File: config.mk
export PLATFORM = sky130hd
export DESIGN_NAME = grid_scan_driver
export DESIGN_NICKNAME = d
export VERILOG_FILES = /design/src/rtl/grid_scan_driver.sv
export SDC_FILE = /design/constraint.sdc
export NUM_CORES = 1
export LEC_CHECK = 0
export ABC_AREA = 1
export BUFFER_PORTS_ARGS = -buffer_cell sky130_fd_sc_hd__clkbuf_2
export CORE_AREA = 3 3 128 93
export DETAILED_ROUTE_END_ITERATION = 10
export DIE_AREA = 0 0 131 96
export PLACE_DENSITY_LB_ADDON = 0.3
export SETUP_SLACK_MARGIN = 0.3
export SLEW_MARGIN = 20
export SYNTH_ARGS = -nofsm -noshare
export SYNTH_HDL_FRONTEND = slang
export SYNTH_SLANG_ARGS = --single-unit
File: constraint.sdc
create_clock -name clk -period 5.7 [get_ports clk]
set_clock_uncertainty 0.05 [all_clocks]
set_input_delay 1.14 -clock clk [delete_from_list [all_inputs] [get_ports clk]]
set_output_delay 1.14 -clock clk [all_outputs]
set_load 0.05 [all_outputs]
File: src/rtl/grid_scan_driver.sv
// Row-multiplexed 8x8 LED driver for the life-grid word; snapshots a grid via valid/ready at frame boundaries.
// Optional macro GRID_SCAN_BLANK_EN inserts one blank cycle after every row for ghost suppression.
module grid_scan_driver #(
  parameter int DWELL_CYCLES = 4
) (
  input  logic        clk,
  input  logic        reset,
  input  logic        enable,
  input  logic [63:0] grid,
  input  logic        grid_valid,
  output logic        grid_ready,
  output logic [7:0]  row_sel,
  output logic [7:0]  col_data,
  output logic        frame_done,
  output logic        busy
);

  // state | meaning
  // IDLE  | outputs dark, grid always accepted, waits for enable and a snapshot
  // SCAN  | drives one row of the snapshot for DWELL_CYCLES cycles
  // BLANK | one dark cycle between rows (GRID_SCAN_BLANK_EN only)
`ifdef GRID_SCAN_BLANK_EN
  typedef enum logic [1:0] {IDLE, SCAN, BLANK} state_t;
`else
  typedef enum logic [1:0] {IDLE, SCAN} state_t;
`endif

  localparam int DW = (DWELL_CYCLES > 1) ? $clog2(DWELL_CYCLES) : 1;
  localparam logic [DW-1:0] DWELL_LAST = DW'(DWELL_CYCLES - 1);

  state_t        state, state_n;
  logic [63:0]   snapshot, snap_n;
  logic          have_snap, have_snap_n;
  logic [2:0]    row, row_n;
  logic [DW-1:0] dwell, dwell_n;
  logic          last_dwell, is_e, eof_n;

  always_comb begin
    last_dwell  = (dwell == DWELL_LAST);
`ifdef GRID_SCAN_BLANK_EN
    is_e        = (state == BLANK) && (row == 3'd7);
`else
    is_e        = (state == SCAN) && (row == 3'd7) && last_dwell;
`endif
    grid_ready  = (state == IDLE) || is_e;
    state_n     = state;
    row_n       = row;
    dwell_n     = dwell;
    snap_n      = snapshot;
    have_snap_n = have_snap;

    if (grid_ready && grid_valid) begin
      snap_n      = grid;
      have_snap_n = 1'b1;
    end

    case (state)
      IDLE: begin
        if (enable && (have_snap || grid_valid)) begin
          state_n = SCAN;
          row_n   = 3'd0;
          dwell_n = '0;
        end
      end
      SCAN: begin
        if (!last_dwell) begin
          dwell_n = dwell + 1'b1;
        end else begin
          dwell_n = '0;
`ifdef GRID_SCAN_BLANK_EN
          state_n = BLANK;
`else
          // row 7 wraps to 0 naturally; enable is only honoured at the frame end
          row_n = row + 3'd1;
          if (is_e && !enable) state_n = IDLE;
`endif
        end
      end
`ifdef GRID_SCAN_BLANK_EN
      BLANK: begin
        row_n   = row + 3'd1;
        dwell_n = '0;
        state_n = (is_e && !enable) ? IDLE : SCAN;
      end
`endif
      default: state_n = IDLE;
    endcase

`ifdef GRID_SCAN_BLANK_EN
    eof_n = (state_n == BLANK) && (row_n == 3'd7);
`else
    eof_n = (state_n == SCAN) && (row_n == 3'd7) && (dwell_n == DWELL_LAST);
`endif
  end

  // Outputs are registered from next-state values so they line up with the state they describe.
  always_ff @(posedge clk or posedge reset) begin
    if (reset) begin
      state      <= IDLE;
      snapshot   <= '0;
      have_snap  <= 1'b0;
      row        <= 3'd0;
      dwell      <= '0;
      row_sel    <= 8'd0;
      col_data   <= 8'd0;
      frame_done <= 1'b0;
      busy       <= 1'b0;
    end else begin
      state      <= state_n;
      snapshot   <= snap_n;
      have_snap  <= have_snap_n;
      row        <= row_n;
      dwell      <= dwell_n;
      row_sel    <= (state_n == SCAN) ? (8'd1 << row_n) : 8'd0;
      col_data   <= (state_n == SCAN) ? snap_n[{row_n, 3'b000} +: 8] : 8'd0;
      frame_done <= eof_n;
      busy       <= (state_n != IDLE);
    end
  end

endmodule

* Word-level counts from Yosys, hierarchy flattened *
Cells that the tools add are included.

storage, ports and cells
  latch bits = 0
  memories kept = 0
  memory bits (read-only) = 0
  register bits = 90
  RAM bits = 0

operators by class
  equality and inequality tests = 6
  add/subtract/negate cells = 2
  shifts and indexed selects = 2
  reductions and logical operators = 12
  mux-type cells = 13
  divide/modulo/power cells = 0
  bitwise gates (word level) = 0
  $mul = 0
  magnitude comparators = 0

operators with widths
  cell                                                  number
  2-to-1 mux 64 bit                                     1
  variable part select 64 x 7 -> 8 bit                  1
  2-to-1 mux 8 bit                                      2
  2-to-1 mux 2 bit                                      5
  one-hot mux 2 bit (2 select lines)                    2
  left shift 1 x 3 -> 8 bit (first input constant)      1
  logical AND 1 bit                                     7
  equality test 3 bit (second input constant)           2
  2-to-1 mux 3 bit                                      2
  one-hot mux 3 bit (2 select lines)                    1
  equality test 2 x 1 -> 1 bit (second input constant)  2
  equality test 2 bit (second input constant)           2
  adder 3 x 1 -> 3 bit (second input constant)          1
  adder 2 x 1 -> 2 bit (second input constant)          1
  logical NOT 2 bit                                     1
  logical OR 1 bit                                      2
  nonzero test 2 bit                                    1
  logical NOT 1 bit                                     1

* Depth between registers and ports, before layout *
Gate-level depths: netlist (run 1).

  word-level depth = 10
  depth in mapped cells = 14

* Worst setup path before layout (run 1) *
OpenSTA, ideal clock, no wires.

  kind = input-to-reg
  start point = in grid_valid
  end point = reg col_data[2]
  required time = 5.533 ns
  stages on the path = 14
  path slack = 3.291 ns
  arrival time = 2.242 ns
  buffers on the path = 3
  library setup time = 0.117 ns
  cell sequence = buf_2 inv_1 nand2_1 nand3_1 nand2_1 nand2_2 inv_2 buf_2 buf_6 nand2_1 nand2_1 nand2_1 nand3_1 nand2_1

on the way
  word-level cells in the longest chain between the ends = 6
  elaborated cells on any way between the ends = 11

RTL lines
  item                                                                                             RTL line  RTL
  from (decl)                                                                                      10        input logic grid_valid,
  logical OR 1 bit                                                                                 59        if (enable && (have_snap || grid_valid)) begin
  logical AND 1 bit                                                                                59
  2-to-1 mux 3 bit / 2-to-1 mux 2 bit (equally long branches)                                      59
  one-hot mux 3 bit (2 select lines) / one-hot mux 2 bit (2 select lines) (equally long branches)  57        case (state)
  variable part select 64 x 7 -> 8 bit / equality test 2 x 1 -> 1 bit (equally long branches)      115       col_data <= (state_n == SCAN) ? snap_n[{row_n, 3'b000} +: 8] : 8'd0;
  2-to-1 mux 8 bit (*)                                                                             115
  to (signal assigned)                                                                             115
  to (decl)                                                                                        13        output logic [7:0] col_data,

Every way passes the cells marked *; elsewhere a longest branch is shown, timed or not.
A chain may end at the register's enable or synchronous reset.

* Worst setup path in the final report (run 1) *
  start point = in grid_valid
  end point = reg col_data[5]

Same word-level chain as after synthesis.

==> results of run 1 <==
[registers in the layout, indices dropped and copies added (netlist names)]
name / flops
dwell: 2
row: 3
col_data: 8
busy: 1
have_snap: 1
frame_done: 1
snapshot: 64
row_sel: 8
state: 2
[path summary, 6_finish.rpt]
kind	endpoint	slack, ns	cells past startpoint
worst max-delay path	col_data[5]$_DFF_PP0_	2.23	9
worst min register to register	snapshot[6]$_DFF_PP0_	0.44	2
max in group asynchronous	snapshot[32]$_DFF_PP0_	3.72	3
min in group asynchronous	busy$_DFF_PP0_	0.76	2
worst min-delay path	snapshot[6]$_DFF_PP0_	0.44	2
worst max register to register	col_data[5]$_DFF_PP0_	2.43	12
[area by class of cell]
class                      count  area, µm²
fill                        1089       5360
timing repair buffer          90        460
tap                          153        191
multi-input combinational    387       1680
sequential                    90       2250
clock inverter                 7       70.1
inverter                     161        606
clock buffer                   9        225
[metal layers]
| metal | routed length (µm) | track usage | vias up |
|---|---|---|---|
| li1 | - | - | 2094 |
| met1 | 5590 | 0.271 | 1841 |
| met3 | 732 | 0.0538 | 4 |
| met4 | 55 | 0.0342 | 0 |
| met5 | 0 | 0 | - |
| met2 | 4920 | 0.281 | 99 |
[stage by stage]
step,area [µm²],power (mW),worst slack (ns)
floorplan,4680,1.21,2.17
global placement,5190,1.34,1.95
detailed placement,5190,1.35,1.90
CTS,5490,1.94,2.25
global route,5490,2.05,1.95
finish,5490,1.93,2.23
[logic make-up after synthesis]
family / count (synthesis) / share of synthesized area
AO/OA/AOI/OAI: 28 / 0.0353
adder cells (fa/ha/maj): 3 / 0.00803
buffers and inverters: 189 / 0.159
flip-flops: 90 / 0.482
multiplexers: 1 / 0.00241
other: 1 / 0.000802
AND/OR/NAND/NOR: 354 / 0.313
[cells in the final DEF, fill, tap and decap left out, types with 2 or more instances in the layout]
master,instances
nand4_1,23
clkbuf_16,9
o21ai_0,15
nand2_2,3
nand2_1,238
inv_2,6
inv_1,152
ha_1,3
clkbuf_2,86
nor2_1,51
buf_4,4
clkinv_1,2
a21oi_1,2
nor2_4,2
clkinvlp_4,4
o21a_1,5
dfrtp_1,90
o21ai_1,2
o21ai_2,2
clkinv_2,3
nand3_1,33
[report_power, final]
group	total [mW]	internal (mW)	leakage (nW)	switching, mW
logic	0.546	0.161	2.24	0.385
clock network	0.586	0.338	0.133	0.248
registers	0.797	0.754	1.08	0.0427
total	1.93	1.25	3.45	0.675
[worst max-delay path, cell delays in order]
cell and delay, ns:
clkbuf_2 0.56, nand3_2 0.69, buf_4 0.56, o21ai_0 0.29
nand2_1 0.08, nand2_1 0.10, nand2_1 0.06, nand3_1 0.09
nand2_1 0.05
[cells in the mapped netlist]
cell type  number
nand2_1       238
inv_1         153
dfrtp_1        90
nor2_1         51
nand3_1        33
nand4_1        23
buf_2          15
o21ai_0        15
clkbuf_1        9
inv_2           6
o21a_1          5
ha_1            3
nand2_2         3
a21oi_1         2
buf_1           2
buf_6           2
clkinv_1        2
nor2_4          2
o21ai_1         2
o21ai_2         2
a21oi_2         1
a31oi_1         1
and3_1          1
conb_1          1
mux2_2          1
nand3_2         1
nor2_2          1
or2_0           1
==> flow_summary.ini, run 1 <==
[outcome]
status = complete, no violations

[global_route]
grt_pass1_wl_mm = 18.1
grt_start_max_net_pins = 61
overflow = 0
grt_pass1_vias = 3806
grt_util_all_layers = 0.187
grt_antenna_before_repair = 0

[drt]
firstDrtPassIters = 4
drt-wirelength-per-cell_um = 12.6
drtIter0Drc = 280
vias_per_cell = 4.50
routed_wl_mm = 11.3
drtAntennaViolNets = 0
drt_drc_violations_left = 0
num_vias = 4038

[clock_network]
cts_tree = done
clkTransAtPathRegs_ns = 0.06
max-clock-path-buffers = 2
insertion_delay_ns = 0.34
post_cts_buffers = 0
cts.sinks = 90
cts_made_buffers = 9
hold_buffers = 0
cts_resized = 0
htree_num_levels = 3
cts_root_buffer = clkbuf_16

[min_path]
hold_class = flip-flop to flip-flop
worstHoldStart = snapshot[6]$_DFF_PP0_

[setup_path]
critPathArrivalTime_ns = 3.65
end_kind = flip-flop
r2r_start = row[1]$_DFF_PP0_
critical_path_class = input pin to flip-flop
startpoint = grid_valid
crit_fanout = 58
critPathRequiredTime_ns = 5.88
start_kind = input pin

[yosys]
ys_types = 28
synth_warnings = 0
synth_area_per_cell_um2 = 7.02
synth_top_area_frac = 0.482
syn_inst = 666
synth_top_cells_by_area = dfrtp_1 (48%), nand2_1 (19%), inv_1 (12%)
ys_ff_latch = 90
synth.cell_area_um2 = 4680
syn_nets = 737
synth_area_leader_cell = dfrtp_1
synth-seq-area-share = 0.482

[timing]
finalSetupTns_ns = 0
period_minus_slack_ns = 3.47
max_freq_mhz = 288
rsz0062_at_grt = no
finalCritPeriodShare = 0.609
setup_viol = 0
tightest_slew_ns = 0.815
holdWs_ns = 0.442
hold_viol_final = 0
relSlewSlack = 0.455
slew_viol_final = 0

[power]
p_leak_nw = 3.45
p_per_area_nw_per_um2 = 351
peakVddDrop_uv = 171

[layout]
area_growth_pct = 17.3
final_cells = 897
layout-drive-gt1-share = 0.167
nets = 810
fin_util = 0.506
num_antenna_cells = 0

[die]
fp-row-count = 32
dieArea_um2 = 12600
core-area_um2 = 10900
die_h_um = 96
die_x_um = 131
initial_core_util = 0.431
top_level_ports = 87

[place]
place.detailed.hpwl_mm = 8.20
io_buffers = 86
gp_congestion = 0.858
numPlacedInstances = 881

[job]
drv_cap = 0
Note: power is estimated with default switching activity, not from simulation.
==> inputs of run 2 (changes only) <==
- clock period: 5.7 -> 2.9 ns (I/O delays scaled with it)
==> flow_summary.ini, run 2 (synthesized netlist as in run 1, its figures left out) <==
[timing]
period_minus_slack_ns = 2.48
finalCritPeriodShare = 0.855
max_freq_mhz = 403
tightest_slew_ns = 0.779
finalSetupTns_ns = 0
setup_viol = 0
hold_viol_final = 0
rsz0062_at_grt = no
relSlewSlack = 0.480
slew_viol_final = 0

[clock_network]
cts_made_buffers = 9
insertion_delay_ns = 0.34
cts_root_buffer = clkbuf_16
htree_num_levels = 3
cts.sinks = 90
post_cts_buffers = 0
max-clock-path-buffers = 2
clkTransAtPathRegs_ns = 0.06
cts_tree = done

[setup_path]
critPathRequiredTime_ns = 2.27
critical_path_class = flip-flop to output port
crit_fanout = 5
start_kind = flip-flop
end_kind = output port
critPathArrivalTime_ns = 1.85

[min_path]
hold_class = input pin to async pin

[drt]
met3_length_um = 704
drt-wirelength-per-cell_um = 12.9
wl_met2_mm = 5.21
routed_wl_mm = 11.7
drt_drc_violations_left = 0
maxUsedRoutingLayer = met4
num_vias = 4117
vias_per_cell = 4.54
firstDrtPassIters = 5
drtIter0Drc = 209
drtAntennaViolNets = 0
m1WireLength_mm = 5.67

[global_route]
grt_start_max_net_pins = 36
overflow = 0
grt_antenna_before_repair = 0
grt_pass1_wl_mm = 19.9
grt_pass1_vias = 4167
grt_util_all_layers = 0.204

[die]
dieArea_um2 = 12600
initial_core_util = 0.431
die_h_um = 96
die_x_um = 131
fp-row-count = 32
core-area_um2 = 10900
top_level_ports = 87

[layout]
largest-register = snapshot
layout-drive-gt1-share = 0.175
final_cells = 906
final_cell_mix = nand2_1 (238), inv_1 (152), dfrtp_1 (90), clkbuf_2 (86), nor2_1 (51)
largest_reg_flops = 64
final_common_cell = nand2_1
top_regs = snapshot (64), col_data (8), row_sel (8)
area_growth_pct = 20.3
num_antenna_cells = 0
nets = 819

[place]
io_buffers = 86
numPlacedInstances = 890
place.detailed.hpwl_mm = 8.44
gp_congestion = 0.846

[power]
p_leak_nw = 3.53
peakVddDrop_uv = 344
p_per_area_nw_per_um2 = 698

[outcome]
status = complete, no violations

[job]
drv_cap = 0
run 2: cell types whose count changed in the layout (fill, tap and decap cells not counted):
cell / previous run / this run
buf_4: 4 / 10
buf_12: 0 / 3
clkinvlp_4: 4 / 2
bufinv_16: 1 / 2
clkbuf_1: 0 / 1
clkbuf_8: 0 / 1
clkinv_2: 3 / 2
nand3_2: 1 / 0
nand3_4: 0 / 1
run 2: worst max-delay path: stages, from the launching register on:
cell and delay [ns]:
dfrtp_1 0.40, ha_1 0.16, ha_1 0.13, nand2_1 0.09
a21oi_1 0.36, clkbuf_2 0.36
run 2: final timing paths:
kind	from	endpoint	slack, ns	depth (start not counted)
hold / removal	reset	frame_done$_DFF_PP0_	0.31	2
hold reg to reg	snapshot[38]$_DFF_PP0_	snapshot[38]$_DFF_PP0_	0.42	2
setup / recovery	row[1]$_DFF_PP0_	grid_ready	0.42	5
min in group clk	snapshot[38]$_DFF_PP0_	snapshot[38]$_DFF_PP0_	0.42	2
max in group asynchronous	reset	col_data[3]$_DFF_PP0_	1.83	3
setup reg to reg	state[1]$_DFF_PP0_	frame_done$_DFF_PP0_	0.63	9
run 2: layout make-up:
cell class	count	area, µm²
Clock buffer	11	243
Clock inverter	5	77.6
Fill cell	1065	5220
Inverter	161	608
Multi-Input combinational cell	387	1690
Sequential cell	90	2250
Tap cell	153	191
Timing Repair Buffer	99	566
run 2: per-layer routing:
metal / global-route usage / vias up
li1: - / 2119
met1: 0.293 / 1882
met2: 0.309 / 107
met3: 0.0566 / 9
met4: 0.0462 / 0
met5: 0 / -
run 2: power by group:
group          switching, mW  internal (mW)  total (mW)
Clock                  0.479          0.776        1.25
Combinational          0.770          0.338        1.11
Sequential            0.0809           1.48        1.56
run 2: metrics by stage:
step | instance area [µm²] | util | total power, mW | hold WS, ns | worst slack [ns]
5_1_grt | 5630 | 0.519 | 4.20 | 0.378 | 0.308
4_1_cts | 5620 | 0.518 | 3.96 | 0.339 | 0.409
3_5_place_dp | 5300 | 0.488 | 2.69 | 0.410 | 0.516
2_1_floorplan | 4680 | - | 2.38 | 0.388 | 0.987
6_report | 5630 | 0.519 | 3.93 | 0.313 | 0.421
3_3_place_gp | 5300 | 0.488 | 2.66 | 0.408 | 0.587
run 2: what timing repair did:
action,in CTS,in global routing
hold endpoints to repair,0,0
resized for setup,0,1
hold buffers,0,0
endpoints found under the setup margin,0,3
==> inputs of run 3 (changes only) <==
- GPL_TIMING_DRIVEN: default -> 0
==> flow_summary.ini, run 3 (synthesized netlist as in run 1, its figures left out) <==
[timing]
tightest_slew_ns = 0.732
hold_viol_final = 0
fin_ws_ns = 0.363
rsz0062_at_grt = no
finalCritPeriodShare = 0.875
setup_viol = 0
relSlewSlack = 0.511
max_freq_mhz = 394
period_minus_slack_ns = 2.54
slew_viol_final = 0
finalSetupTns_ns = 0
holdWs_ns = 0.290

[die]
die_x_um = 131
dieArea_um2 = 12600
initial_core_util = 0.431
core-area_um2 = 10900
die_h_um = 96
top_level_ports = 87
fp-row-count = 32

[place]
place_ws_ns = 0.461
numPlacedInstances = 906
place.detailed.hpwl_mm = 9.12
io_buffers = 85
gp_congestion = 0.838
place_area_um2 = 5340

[layout]
nets = 835
fin_util = 0.518
final_common_cell = nand2_1
largest-register = snapshot
largest_reg_flops = 64
final_cells = 921
num_antenna_cells = 0
top_regs = snapshot (64), col_data (8), row_sel (8)
final_cell_mix = nand2_1 (238), inv_1 (152), dfrtp_1 (90), clkbuf_2 (85), nor2_1 (51)
layout-drive-gt1-share = 0.178
fin_area_um2 = 5620
area_growth_pct = 20.2

[drt]
firstDrtPassIters = 5
drt-wirelength-per-cell_um = 13.2
routed_wl_mm = 12.2
vias_per_cell = 4.60
drtIter0Drc = 330
drt_drc_violations_left = 0
num_vias = 4233
drtAntennaViolNets = 0

[clock_network]
cts_made_buffers = 9
htree_num_levels = 3
cts_tree = done
insertion_delay_ns = 0.35
clkTransAtPathRegs_ns = 0.06
cts_root_buffer = clkbuf_16
cts.sinks = 90
max-clock-path-buffers = 2
hold_buffers = 0

[setup_path]
critPathRequiredTime_ns = 2.27
crit_fanout = 10
start_kind = flip-flop
critPathArrivalTime_ns = 1.91
end_kind = output port
critical_path_class = flip-flop to output port

[global_route]
overflow = 0
grt_pass1_wl_mm = 19.8
grt_start_max_net_pins = 34
grt_pass1_vias = 4173
grt_util_all_layers = 0.207
grt_antenna_before_repair = 0

[power]
p_leak_nw = 3.54
peakVddDrop_uv = 304
p_per_area_nw_per_um2 = 674
power_mw = 3.79

[min_path]
hold_class = input pin to async pin

[job]
drv_cap = 0

[outcome]
status = complete, no violations
[run 3: cell types whose count changed in the layout (fill, tap and decap cells not counted), sizes merged]
cell,change
clkbuf,+11
buf,+6
bufinv,-2
clkinv,+1
clkinvlp,-1
[run 3: layout make-up]
cell class | instances | area [µm²]
Inverter | 161 | 608
Buffer | 28 | 148
Fill cell | 1087 | 5230
Multi-Input combinational cell | 387 | 1680
Timing Repair Buffer | 87 | 468
Clock inverter | 3 | 15.0
Sequential cell | 90 | 2250
Tap cell | 153 | 191
Clock buffer | 12 | 256
[run 3: per-layer routing]
metal,part of all wire,track usage
met5,0,0
met4,0.013,0.0625
met3,0.074,0.0527
met2,0.43,0.311
met1,0.48,0.294
[run 3: where the power goes]
part / internal [mW] / switching, mW
registers: 1.48 / 0.0792
clock network: 0.618 / 0.475
logic: 0.345 / 0.789
[run 3: what timing repair did]
action | 4_1_cts | 5_1_grt
hold endpoints to repair | 0 | 0
setup buffers | 0 | 0
endpoints found under the setup margin | 0 | 5
resized for setup | 0 | 8
[run 3: path summary, 6_finish.rpt]
path                                         from                     end  slack, ns  depth (start not counted)
max                              row[1]$_DFF_PP0_              grid_ready       0.36                          6
max in group asynchronous                   reset  snapshot[49]$_DFF_PP0_       1.91                          3
min                                         reset  snapshot[46]$_DFF_PP0_       0.29                          2
max reg2reg                      row[1]$_DFF_PP0_   col_data[5]$_DFF_PP0_       0.49                         13
min reg2reg                snapshot[62]$_DFF_PP0_  snapshot[62]$_DFF_PP0_       0.43                          2
min in group clk                         grid[13]  snapshot[13]$_DFF_PP0_       0.43                          3
[run 3: worst max-delay path, stage by stage, from the launching register on]
cell      delay (ns)
dfrtp_1         0.41
ha_1            0.18
ha_1            0.14
nand2_1         0.10
a21oi_1         0.22
clkbuf_4        0.26
clkbuf_4        0.25
